[config.mk]
export PLATFORM = sky130hd
export DESIGN_NAME = axis_bram_writer_flat
export DESIGN_NICKNAME = d
export VERILOG_FILES = /design/src/rtl/axis_bram_writer_if.sv /design/src/rtl/axis_bram_writer.sv /design/src/flat_wrapper.sv
export SDC_FILE = /design/constraint.sdc
export NUM_CORES = 1
export LEC_CHECK = 0
export CORE_ASPECT_RATIO = 1.2
export CORE_MARGIN = 10
export CORE_UTILIZATION = 45
export DETAILED_ROUTE_END_ITERATION = 6
export PLACE_DENSITY = 0.84
export SLEW_MARGIN = 20
export SYNTH_ARGS = -nofsm -noshare
export SYNTH_HDL_FRONTEND = slang
export SYNTH_SLANG_ARGS = --single-unit
[constraint.sdc]
create_clock -name i_aclk -period 4.9 [get_ports i_aclk]
set_input_delay 0.735 -clock i_aclk [delete_from_list [all_inputs] [get_ports i_aclk]]
set_output_delay 0.735 -clock i_aclk [all_outputs]
set_load 0.02 [all_outputs]
[src/rtl/axis_bram_writer_if.sv]
// rtl/axis_bram_writer_if.sv - AXI-Stream beat channel feeding the BRAM writer
interface axis_bram_writer_if #(
  parameter int TDATA_WIDTH = 32
) ();
  logic [TDATA_WIDTH-1:0] tdata;
  logic                   tvalid;
  logic                   tready;

  modport master (output tdata, output tvalid, input tready);
  modport slave  (input tdata, input tvalid, output tready);
endinterface

[src/rtl/axis_bram_writer.sv]
// rtl/axis_bram_writer.sv - one word per accepted AXI-Stream beat into BRAM port B, armed by cfg_start
// Optional macro AXIS_BRAM_WRITER_WRAP_EN: circular capture with a 1-cycle sts_done pulse per pass.
module axis_bram_writer #(
  parameter int AXIS_TDATA_WIDTH = 32,
  parameter int BRAM_DATA_WIDTH  = 32,
  parameter int BRAM_ADDR_WIDTH  = 10
) (
  input  logic                         i_aclk,
  input  logic                         i_areset,
  input  logic                         i_cfg_start,
  input  logic [BRAM_ADDR_WIDTH-1:0]   i_cfg_last,
  output logic [BRAM_ADDR_WIDTH-1:0]   o_sts_addr,
  output logic                         o_sts_done,
  axis_bram_writer_if.slave            s_axis,
  output logic                         o_bram_portb_clk,
  output logic                         o_bram_portb_rst,
  output logic [BRAM_ADDR_WIDTH-1:0]   o_bram_portb_addr,
  output logic [BRAM_DATA_WIDTH-1:0]   o_bram_portb_wrdata,
  output logic [BRAM_DATA_WIDTH/8-1:0] o_bram_portb_we
);

  typedef enum logic [1:0] {
    S_IDLE,
    S_FILL,
    S_DONE
  } state_t;

  localparam logic [BRAM_ADDR_WIDTH-1:0] ADDR_ONE = BRAM_ADDR_WIDTH'(1);

  state_t                         r_state;
  logic                           r_start_q;
  logic [BRAM_ADDR_WIDTH-1:0]     r_sts_addr;
  logic                           r_sts_done;
  logic [BRAM_ADDR_WIDTH-1:0]     r_addr;
  logic [BRAM_DATA_WIDTH-1:0]     r_wrdata;
  logic [BRAM_DATA_WIDTH/8-1:0]   r_we;

  logic w_rise;
  logic w_ready;
  logic w_accept;
  logic w_at_last;

  assign w_rise    = i_cfg_start & ~r_start_q;
  // Dropping cfg_start removes tready in the same cycle so an abort never writes.
  assign w_ready   = (r_state == S_FILL) & i_cfg_start;
  assign w_accept  = s_axis.tvalid & w_ready;
  assign w_at_last = (r_sts_addr == i_cfg_last);

  always_ff @(posedge i_aclk or posedge i_areset) begin
    if (i_areset) begin
      r_state    <= S_IDLE;
      r_start_q  <= 1'b0;
      r_sts_addr <= '0;
      r_sts_done <= 1'b0;
      r_addr     <= '0;
      r_wrdata   <= '0;
      r_we       <= '0;
    end else begin
      r_start_q <= i_cfg_start;
      r_we      <= '0;
`ifdef AXIS_BRAM_WRITER_WRAP_EN
      r_sts_done <= 1'b0;
`endif
      if (w_accept) begin
        r_addr   <= r_sts_addr;
        r_wrdata <= s_axis.tdata[BRAM_DATA_WIDTH-1:0];
        r_we     <= '1;
      end
      case (r_state)
        S_IDLE: begin
          if (w_rise) begin
            r_state    <= S_FILL;
            r_sts_addr <= '0;
            r_sts_done <= 1'b0;
          end
        end
        S_FILL: begin
          if (!i_cfg_start) begin
            r_state <= S_IDLE;
          end else if (w_accept) begin
            if (w_at_last) begin
`ifdef AXIS_BRAM_WRITER_WRAP_EN
              r_sts_addr <= '0;
              r_sts_done <= 1'b1;
`else
              r_sts_addr <= r_sts_addr + ADDR_ONE;
              r_sts_done <= 1'b1;
              r_state    <= S_DONE;
`endif
            end else begin
              r_sts_addr <= r_sts_addr + ADDR_ONE;
            end
          end
        end
        S_DONE: begin
          if (!i_cfg_start) begin
            r_state <= S_IDLE;
          end
        end
        default: r_state <= S_IDLE;
      endcase
    end
  end

  assign s_axis.tready       = w_ready;
  assign o_sts_addr          = r_sts_addr;
  assign o_sts_done          = r_sts_done;
  assign o_bram_portb_clk    = i_aclk;
  assign o_bram_portb_rst    = i_areset;
  assign o_bram_portb_addr   = r_addr;
  assign o_bram_portb_wrdata = r_wrdata;
  assign o_bram_portb_we     = r_we;

endmodule
[src/flat_wrapper.sv]
// flat-port wrapper written by rule: the top's interface ports become plain ports
module axis_bram_writer_flat 
#(
  parameter int AXIS_TDATA_WIDTH = 32,
  parameter int BRAM_DATA_WIDTH  = 32,
  parameter int BRAM_ADDR_WIDTH  = 10
)
  (i_aclk, i_areset, i_cfg_start, i_cfg_last, o_sts_addr, o_sts_done, o_bram_portb_clk, o_bram_portb_rst, o_bram_portb_addr, o_bram_portb_wrdata, o_bram_portb_we, s_axis_tdata, s_axis_tvalid, s_axis_tready);
  axis_bram_writer_if s_axis_i ();
  input  logic i_aclk;
  input  logic i_areset;
  input  logic i_cfg_start;
  input  logic [BRAM_ADDR_WIDTH-1:0] i_cfg_last;
  output logic [BRAM_ADDR_WIDTH-1:0] o_sts_addr;
  output logic o_sts_done;
  output logic o_bram_portb_clk;
  output logic o_bram_portb_rst;
  output logic [BRAM_ADDR_WIDTH-1:0] o_bram_portb_addr;
  output logic [BRAM_DATA_WIDTH-1:0] o_bram_portb_wrdata;
  output logic [BRAM_DATA_WIDTH/8-1:0] o_bram_portb_we;
  input wire logic [$bits(s_axis_i.tdata)-1:0] s_axis_tdata;
  input wire logic [$bits(s_axis_i.tvalid)-1:0] s_axis_tvalid;
  output wire logic [$bits(s_axis_i.tready)-1:0] s_axis_tready;
  assign s_axis_i.tdata = s_axis_tdata;
  assign s_axis_i.tvalid = s_axis_tvalid;
  assign s_axis_tready = s_axis_i.tready;
  axis_bram_writer #(.AXIS_TDATA_WIDTH(AXIS_TDATA_WIDTH), .BRAM_DATA_WIDTH(BRAM_DATA_WIDTH), .BRAM_ADDR_WIDTH(BRAM_ADDR_WIDTH)) u_core (.i_aclk(i_aclk), .i_areset(i_areset), .i_cfg_start(i_cfg_start), .i_cfg_last(i_cfg_last), .o_sts_addr(o_sts_addr), .o_sts_done(o_sts_done), .s_axis(s_axis_i), .o_bram_portb_clk(o_bram_portb_clk), .o_bram_portb_rst(o_bram_portb_rst), .o_bram_portb_addr(o_bram_portb_addr), .o_bram_portb_wrdata(o_bram_portb_wrdata), .o_bram_portb_we(o_bram_portb_we));
endmodule
==> results of run 1 <==
==> registers in the layout, indices dropped and copies added, names as in the netlist <==
signal and flops:
u_core.o_bram_portb_wrdata 32, u_core.o_bram_portb_we 1, u_core.o_bram_portb_addr 10, u_core.o_sts_addr 10
u_core.r_state 2, u_core.r_start_q 1, u_core.o_sts_done 1
==> final cells by class <==
| class | count | area [um2] |
|---|---|---|
| clock buffer | 15 | 182.7 |
| clock inverter | 4 | 45.04 |
| fill | 403 | 1603 |
| inverter | 5 | 18.77 |
| multi-input combinational | 110 | 932.1 |
| sequential | 57 | 1426 |
| tap | 62 | 77.57 |
| timing repair buffer | 105 | 1049 |
==> per-layer routing <==
metal,vias to the layer above,share of wire (%),track usage (%)
li1,860,-,-
met1,872,40,17.76
met2,84,47,23.65
met3,13,11,8.996
met4,0,2.3,9.091
met5,-,0,0
==> metrics by stage <==
| stage | cell area [um2] | power (mW) | hold slack, ns |
|---|---|---|---|
| CTS | 3731 | 1.498 | 0.4947 |
| floorplan | 2487 | 0.8014 | 0.5457 |
| finish | 3731 | 1.474 | 0.4953 |
| detailed placement | 3513 | 1.018 | 0.4787 |
| global route | 3731 | 1.549 | 0.5015 |
| global placement | 3513 | 1.006 | 0.4659 |
==> cell families after synthesis <==
| logic type | after synthesis |
|---|---|
| flip-flops | 57 |
| multiplexers | 43 |
| AND/OR/NAND/NOR | 39 |
| buffers and inverters | 17 |
| AO/OA/AOI/OAI | 16 |
| XOR/XNOR | 11 |
| adder cells (fa/ha/maj) | 1 |
==> path summary, 6_finish.rpt <==
check / end / slack, ns / startpoint
max: o_bram_portb_clk / 0.96 / i_aclk
min: u_core.o_sts_done / 0.50 / u_core.o_sts_done
max reg2reg: u_core.o_bram_portb_wrdata[2] / 2.71 / u_core.r_state[1]
min reg2reg: u_core.o_sts_done / 0.50 / u_core.o_sts_done
max in group asynchronous: u_core.o_bram_portb_addr[4] / 3.55 / i_areset
min in group asynchronous: u_core.o_bram_portb_wrdata[20] / 0.86 / i_areset
==> critical path, cell delays in order <==
cell             delay (ns)
clkbuf_8               0.11
clkbuf_8               0.12
clkdlybuf4s50_1        0.53
==> power breakdown <==
group          internal (mW)  switching, mW  total, mW
clock network          0.295          0.205      0.500
logic                  0.214          0.176      0.390
registers              0.542         0.0421      0.584
==> cell usage in the layout, fill, tap and decap left out, types with 2 or more instances in the layout <==
cell / instances
dfrtp_1: 57
or4_1: 3
o21ai_0: 5
mux2_2: 43
o31ai_1: 2
nand3_1: 5
clkbuf_1: 2
nor2_1: 3
inv_1: 4
clkdlybuf4s50_1: 105
or3_1: 3
clkbuf_8: 12
a21oi_1: 6
clkinv_2: 3
nand2_1: 8
xnor2_1: 10
nand4_1: 4
nor4_1: 2
==> flow_metrics.tcl, run 1 <==
set metrics [dict create \
    place_inst 340 \
    post_cts_resize_count 0 \
    reg2reg_depth 5 \
    drt_iter0_drc 60 \
    syn_to_final_growth_pct 50.00 \
    cts_setup_buffers 0 \
    syn_inst 184 \
    gp_congestion 0.7809 \
    max_cap_violations 0 \
    outcome "finished, final reports clean" \
    grt_usage_pct 16.01 \
    arrival_ns 3.21 \
    report.final.hold_viol_count 0 \
    seq_area_frac_synth_pct 57.34 \
    avgSynthCellArea_um2 13.52 \
    cp_data_required_time_ns 4.16 \
    synthMostInstantiatedCell "dfrtp_1" \
    synth_top_family_by_area "multiplexers" \
    antenna_cells 0 \
    netlist_area_um2 2487 \
    drive_gt1_share_pct 23.31 \
    dp_hpwl_um 4998 \
    timing_worst_slew_pin_value_ns 1.038 \
    hold_class "register to register" \
    ant_nets 0 \
    ys_ff_latch 57 \
    hold_depth 1 \
    clock_latency_ns 0.45 \
    yosysTopAreaCell "dfrtp_1" \
    grt_pass1_vias 1996 \
    fin_setup_tns_ns 0 \
    peakVddDrop_mv 0.2250 \
    p_per_area_nw_per_um2 395.0 \
    synth_ff_type "dfrtp_1" \
    final_cells 358 \
    rows 29 \
    yosys.area_share.simple_pct 9.859 \
    setup_viol 0 \
    drc 0 \
    nNetsFinal 339 \
    synth_xor_area_share_pct 3.873 \
    synthTopCellsByArea "dfrtp_1, mux2_2, xnor2_1, buf_6, buf_4" \
    first_pass_iters 4 \
    rsz0062_at_grt "no" \
    synth_fp_nets 231 \
    ys.warnings.count 0 \
    core_um2 5334 \
    antenna_found_initial 0 \
    synthMuxAreaShare_pct 19.47 \
    synth_edf_count 0 \
    worst_clock_skew_ns 0.006815 \
    final_util_pct 69.95 \
    port_buffers 105 \
    wl_per_cell_um 18.63 \
    clk_pin_slew_worst_paths_ns 0.06 \
    viasPerCell 5.109 \
    grt_pass1_wl_um 10580 \
    dpl_worst_slack_ns 1.207 \
    ioPinCount 106 \
    max_slew_margin_pct 30.56 \
    crit_path_start_kind "clock port" \
    num_vias 1829 \
    p_leak_nw 1.591 \
    synth_commonest_cells "dfrtp_1, mux2_2, xnor2_1, nand2_1" \
    drv_slew 0 \
    wirelength_um 6669 \
    synth.distinct_cells 33 \
    die_h_um 101.4 \
    cts_tree "done" \
    grt_max_degree 58 \
    critPathKind "clock port to output pin" \
    synth_fa_ha_area_share_pct 0.5030 \
    critPathMaxFanout 2 \
    endpoint_kind "output pin" \
    floorplan.die_area_um2 8914 \
    initial_core_util_pct 46.63 \
    synth_compound_area_share_pct 3.773 \
    overflow 0 \
    die_w_um 87.87 \
    async_flop_share_pct 100.0 \
    fin_ws_ns 0.9600 \
    cts_hold_buffers 0 \
    synth_top_area_share_pct 57.34 \
]
Power figures use the tool's default switching activity.
==> inputs of run 2 (changes only) <==
--- a/config.mk
+++ b/config.mk
@@ -7,9 +7,9 @@
 export LEC_CHECK = 0
 export CORE_ASPECT_RATIO = 1.2
 export CORE_MARGIN = 10
-export CORE_UTILIZATION = 45
+export CORE_UTILIZATION = 42
 export DETAILED_ROUTE_END_ITERATION = 6
-export PLACE_DENSITY = 0.84
+export PLACE_DENSITY = 0.79
 export SLEW_MARGIN = 20
 export SYNTH_ARGS = -nofsm -noshare
 export SYNTH_HDL_FRONTEND = slang
==> constraint.sdc (replaced) <==
create_clock -name i_aclk -period 3.7 [get_ports i_aclk]
set_input_delay 0.555 -clock i_aclk [delete_from_list [all_inputs] [get_ports i_aclk]]
set_output_delay 0.555 -clock i_aclk [all_outputs]
set_load 0.02 [all_outputs]
==> flow_metrics.tcl, run 2 (same netlist as run 1, synthesis figures left out) <==
set metrics [dict create \
    outcome "finished, final reports clean" \
    gp_congestion 0.7626 \
    seqPwrFrac_pct 36.4 \
    drc 0 \
    dpl_worst_slack_ns 0.7865 \
    crit_top_cell "clkbuf_8" \
    combPwrFrac_pct 24.3 \
    setup_viol 0 \
    p_int_mw 1.553 \
    fin_ws_ns 0.5297 \
    worst_clock_skew_ns 0.007138 \
    crit_buf_inv 3 \
    num_vias 1858 \
    p_per_area_nw_per_um2 553.8 \
    arrival_ns 2.62 \
    drt_iter0_drc 68 \
    drive_gt1_share_pct 24.16 \
    final_design_area_no_fill_um2 3829 \
    holdCritStartpoint "u_core.o_sts_done" \
    post_cts_resize_count 0 \
    cts_tree "done" \
    ioPinCount 106 \
    power.net_switching_uw 567.3 \
    place_area_um2 3543 \
    initial_core_util_pct 43.60 \
    grt_pass1_vias 1933 \
    floorplan.die_area_um2 9413 \
    die_h_um 104.3 \
    fillers 452 \
    cp_data_required_time_ns 3.14 \
    slowest_stage "clkdlybuf4s50_1" \
    antenna_found_initial 0 \
    dp_hpwl_um 4779 \
    cts_hold_buffers 0 \
    mostFrequentLayoutCell "clkdlybuf4s50_1" \
    nNetsFinal 340 \
    rows 30 \
    critPathKind "clock port to output pin" \
    grt_max_degree 44 \
    wirelength_um 6524 \
    grt_pass1_wl_um 10720 \
    fin_setup_tns_ns 0 \
    max_slew_margin_pct 63.37 \
    antenna_cells 0 \
    peakVddDrop_mv 0.3034 \
    hold_class "register to register" \
    viasPerCell 4.915 \
    drv_slew 0 \
    crit_path_start_kind "clock port" \
    largest_reg_flops 32 \
    clk_pin_slew_worst_paths_ns 0.06 \
    endpoint_kind "output pin" \
    seqCellArea_um2 1426 \
    swShare_pct 26.76 \
    critPathTopFamily "buffers and inverters" \
    ant_nets 0 \
    multi_input_area_um2 932.1 \
    overflow 0 \
    grt_usage_pct 14.50 \
    max_cap_violations 0 \
    worstReg2RegStart "u_core.o_sts_addr[0]" \
    timing_worst_slew_pin_value_ns 0.5495 \
    clock_latency_ns 0.43 \
    holdWs_ns 0.4908 \
    clockPowerShare_pct 39.3 \
    crit_start "i_aclk" \
    crit_chain "clkbuf_8, clkbuf_8, clkdlybuf4s50_1" \
    core_um2 5705 \
    critPathMaxFanout 2 \
    wl_per_cell_um 17.26 \
    rsz0062_at_grt "no" \
    report.final.hold_viol_count 0 \
    max_stage_delay_ns 0.54 \
    p_leak_nw 1.622 \
    most-common-layout-cells "clkdlybuf4s50_1, dfrtp_1, mux2_2, clkbuf_8, xnor2_1" \
    syn_to_final_growth_pct 53.92 \
    cts_setup_buffers 0 \
    port_buffers 105 \
    die_w_um 90.25 \
    first_pass_iters 4 \
]
==> run 2: cell count changes in the layout (fill, tap and decap cells not counted) <==
cell,before,now
bufinv_16,1,3
clkbuf_8,12,13
clkinv_2,3,1
clkbuf_1,2,1
clkinvlp_4,0,1
buf_4,1,2
==> run 2: worst paths after layout <==
| kind | end | slack (ns) | depth (start not counted) |
|---|---|---|---|
| worst max-delay path | o_bram_portb_clk | 0.53 | 3 |
| worst min-delay path | u_core.o_sts_done | 0.49 | 1 |
| worst max register to register | u_core.o_sts_addr[6] | 1.90 | 5 |
| worst min register to register | u_core.o_sts_done | 0.49 | 1 |
| max in group asynchronous | u_core.o_bram_portb_wrdata[15] | 2.36 | 3 |
| min in group asynchronous | u_core.o_bram_portb_we[2] | 0.50 | 2 |
==> run 2: layout make-up <==
class	count	area share, %
clock buffers	15	5.033
repair buffers	106	27.58
multi-input cells	110	24.35
well taps	80	2.614
clock inverters	5	2.680
flip-flops and latches	57	37.25
inverters	5	0.4902
==> run 2: power by group through the flow <==
stage,clock network (mW),registers [mW],logic [mW]
floorplan,0.0316,0.896,0.133
global placement,0.0363,0.779,0.516
detailed placement,0.0363,0.785,0.524
CTS,0.853,0.773,0.525
global route,0.882,0.786,0.551
finish,0.833,0.772,0.516
==> run 2: through the flow <==
stage | power (mW) | utilization [%] | instances
2_1_floorplan | 1.061 | - | 184
3_3_place_gp | 1.332 | 62.11 | 359
3_5_place_dp | 1.345 | 62.11 | 359
4_1_cts | 2.151 | 67.11 | 378
5_1_grt | 2.219 | 67.11 | 378
6_report | 2.120 | 67.11 | 378
==> run 2: metal layers <==
| layer | GRT usage [%] | up-vias | part of all wire, % |
|---|---|---|---|
| li1 | - | 861 | - |
| met3 | 8.448 | 13 | 10 |
| met4 | 6.492 | 0 | 1.7 |
| met5 | 0 | - | 0 |
| met1 | 17.04 | 882 | 42 |
| met2 | 20.81 | 102 | 46 |
==> inputs of run 3 (changes only) <==
--- a/config.mk
+++ b/config.mk
@@ -7,9 +7,9 @@
 export LEC_CHECK = 0
 export CORE_ASPECT_RATIO = 1.2
 export CORE_MARGIN = 10
-export CORE_UTILIZATION = 42
+export CORE_UTILIZATION = 38
 export DETAILED_ROUTE_END_ITERATION = 6
-export PLACE_DENSITY = 0.79
+export PLACE_DENSITY = 0.76
 export SLEW_MARGIN = 20
 export SYNTH_ARGS = -nofsm -noshare
 export SYNTH_HDL_FRONTEND = slang
==> constraint.sdc (replaced) <==
create_clock -name i_aclk -period 2.8 [get_ports i_aclk]
set_input_delay 0.42 -clock i_aclk [delete_from_list [all_inputs] [get_ports i_aclk]]
set_output_delay 0.42 -clock i_aclk [all_outputs]
set_load 0.02 [all_outputs]
==> flow_metrics.tcl, run 3 (same netlist as run 1, synthesis figures left out) <==
set metrics [dict create \
    outcome "finished, final reports clean" \
    max_slew_margin_pct 67.07 \
    p_per_area_nw_per_um2 686.2 \
    first_pass_iters 4 \
    fin_ws_ns 0.2264 \
    cts_setup_buffers 0 \
    setup_viol 0 \
    cp_data_required_time_ns 2.38 \
    viasPerCell 4.732 \
    rsz0062_at_grt "no" \
    ant_nets 0 \
    grt_usage_pct 12.13 \
    overflow 0 \
    crit_path_start_kind "clock port" \
    post_cts_resize_count 0 \
    initial_core_util_pct 38.83 \
    grt_pass1_vias 1954 \
    cts_hold_buffers 0 \
    fin_setup_tns_ns 0 \
    die_w_um 93.86 \
    antenna_cells 0 \
    grt_max_degree 29 \
    slowest_stage "clkdlybuf4s50_1" \
    crit_top_cell "clkbuf_8" \
    wl_per_cell_um 16.23 \
    critPathKind "clock port to output pin" \
    nNetsFinal 342 \
    most-common-layout-cells "clkdlybuf4s50_1, dfrtp_1, mux2_2, clkbuf_8, xnor2_1" \
    critPathMaxFanout 2 \
    place_inst 366 \
    timing_worst_slew_pin_value_ns 0.4932 \
    crit_cells 3 \
    ioPinCount 106 \
    syn_to_final_growth_pct 52.57 \
    arrival_ns 2.15 \
    dp_hpwl_um 4888 \
    crit_buf_inv 3 \
    cts_tree "done" \
    hold_class "primary input to asynchronous set/reset pin" \
    gp_congestion 0.7996 \
    wirelength_um 6250 \
    num_vias 1822 \
    peakVddDrop_mv 0.3103 \
    p_leak_nw 1.609 \
    drc 0 \
    report.final.hold_viol_count 0 \
    holdWs_ns 0.3664 \
    endpoint_kind "output pin" \
    max_stage_delay_ns 0.53 \
    fin_total_pwr_mw 2.604 \
    floorplan.die_area_um2 10200 \
    max_cap_violations 0 \
    critPathTopFamily "buffers and inverters" \
    fillers 553 \
    clock_latency_ns 0.43 \
    reg2reg_depth 6 \
    drv_slew 0 \
    core_um2 6406 \
    rows 32 \
    die_h_um 108.6 \
    worst_clock_skew_ns 0.007268 \
    dpl_worst_slack_ns 0.2925 \
    mostFrequentLayoutCell "clkdlybuf4s50_1" \
    final_cells 385 \
    clk_pin_slew_worst_paths_ns 0.06 \
    grt_pass1_wl_um 9625 \
    antenna_found_initial 0 \
    drt_iter0_drc 29 \
    largest_reg_flops 32 \
    port_buffers 105 \
    crit_chain "clkbuf_8, clkbuf_8, clkdlybuf4s50_1" \
    drive_gt1_share_pct 24.00 \
]
## run 3: changes by cell type in the layout (fill, tap and decap cells not counted), sizes merged
cell / delta
buf: +2
bufinv: -2
clkbuf: +2
clkinv: +1
clkinvlp: -1
## run 3: worst reg2reg max path: cells and delay by family, from the launching register on
family / cells / cell delay [ns]
muxes: 1 / 0.32
buffers and inverters: 2 / 0.34
and+or+nand+nor: 3 / 0.51
DFF: 1 / 0.42
## run 3: layout make-up
cell class,instances,area [um2],share of cell area [%]
Clock buffer,17,200.2,5.275
Clock inverter,3,40.04,1.055
Inverter,5,18.77,0.4946
Multi-Input combinational cell,110,932.1,24.56
Sequential cell,57,1426,37.59
Tap cell,85,106.4,2.803
Timing Repair Buffer,108,1071,28.22
## run 3: power breakdown
group          switching, mW  total (mW)  internal (mW)
logic                  0.305       0.681          0.376
clock network          0.356       0.904          0.549
registers             0.0703        1.02          0.948
total                  0.731        2.60           1.87
## run 3: routing by layer
layer	vias up	share of wire [%]	track usage, %
li1	869	-	-
met5	-	0	0
met4	0	1.1	4.674
met3	8	9.7	6.121
met1	866	42	13.93
met2	79	47	18.94
## run 3: path summary, 6_finish.rpt
path                       slack (ns)                        endpoint              start
min                              0.37   u_core.o_bram_portb_wrdata[4]           i_areset
max reg2reg                      1.09  u_core.o_bram_portb_wrdata[18]  u_core.r_state[1]
min reg2reg                      0.48               u_core.o_sts_done  u_core.o_sts_done
max                              0.23                o_bram_portb_clk             i_aclk
max in group asynchronous        1.79   u_core.o_bram_portb_wrdata[2]           i_areset
min in group i_aclk              0.48                u_core.r_start_q        i_cfg_start
## run 3: through the flow
step,util (%),instance area [um2]
finish,59.24,3795
global route,59.24,3795
CTS,59.24,3795
detailed placement,55.64,3565
global placement,55.64,3565
floorplan,-,2487
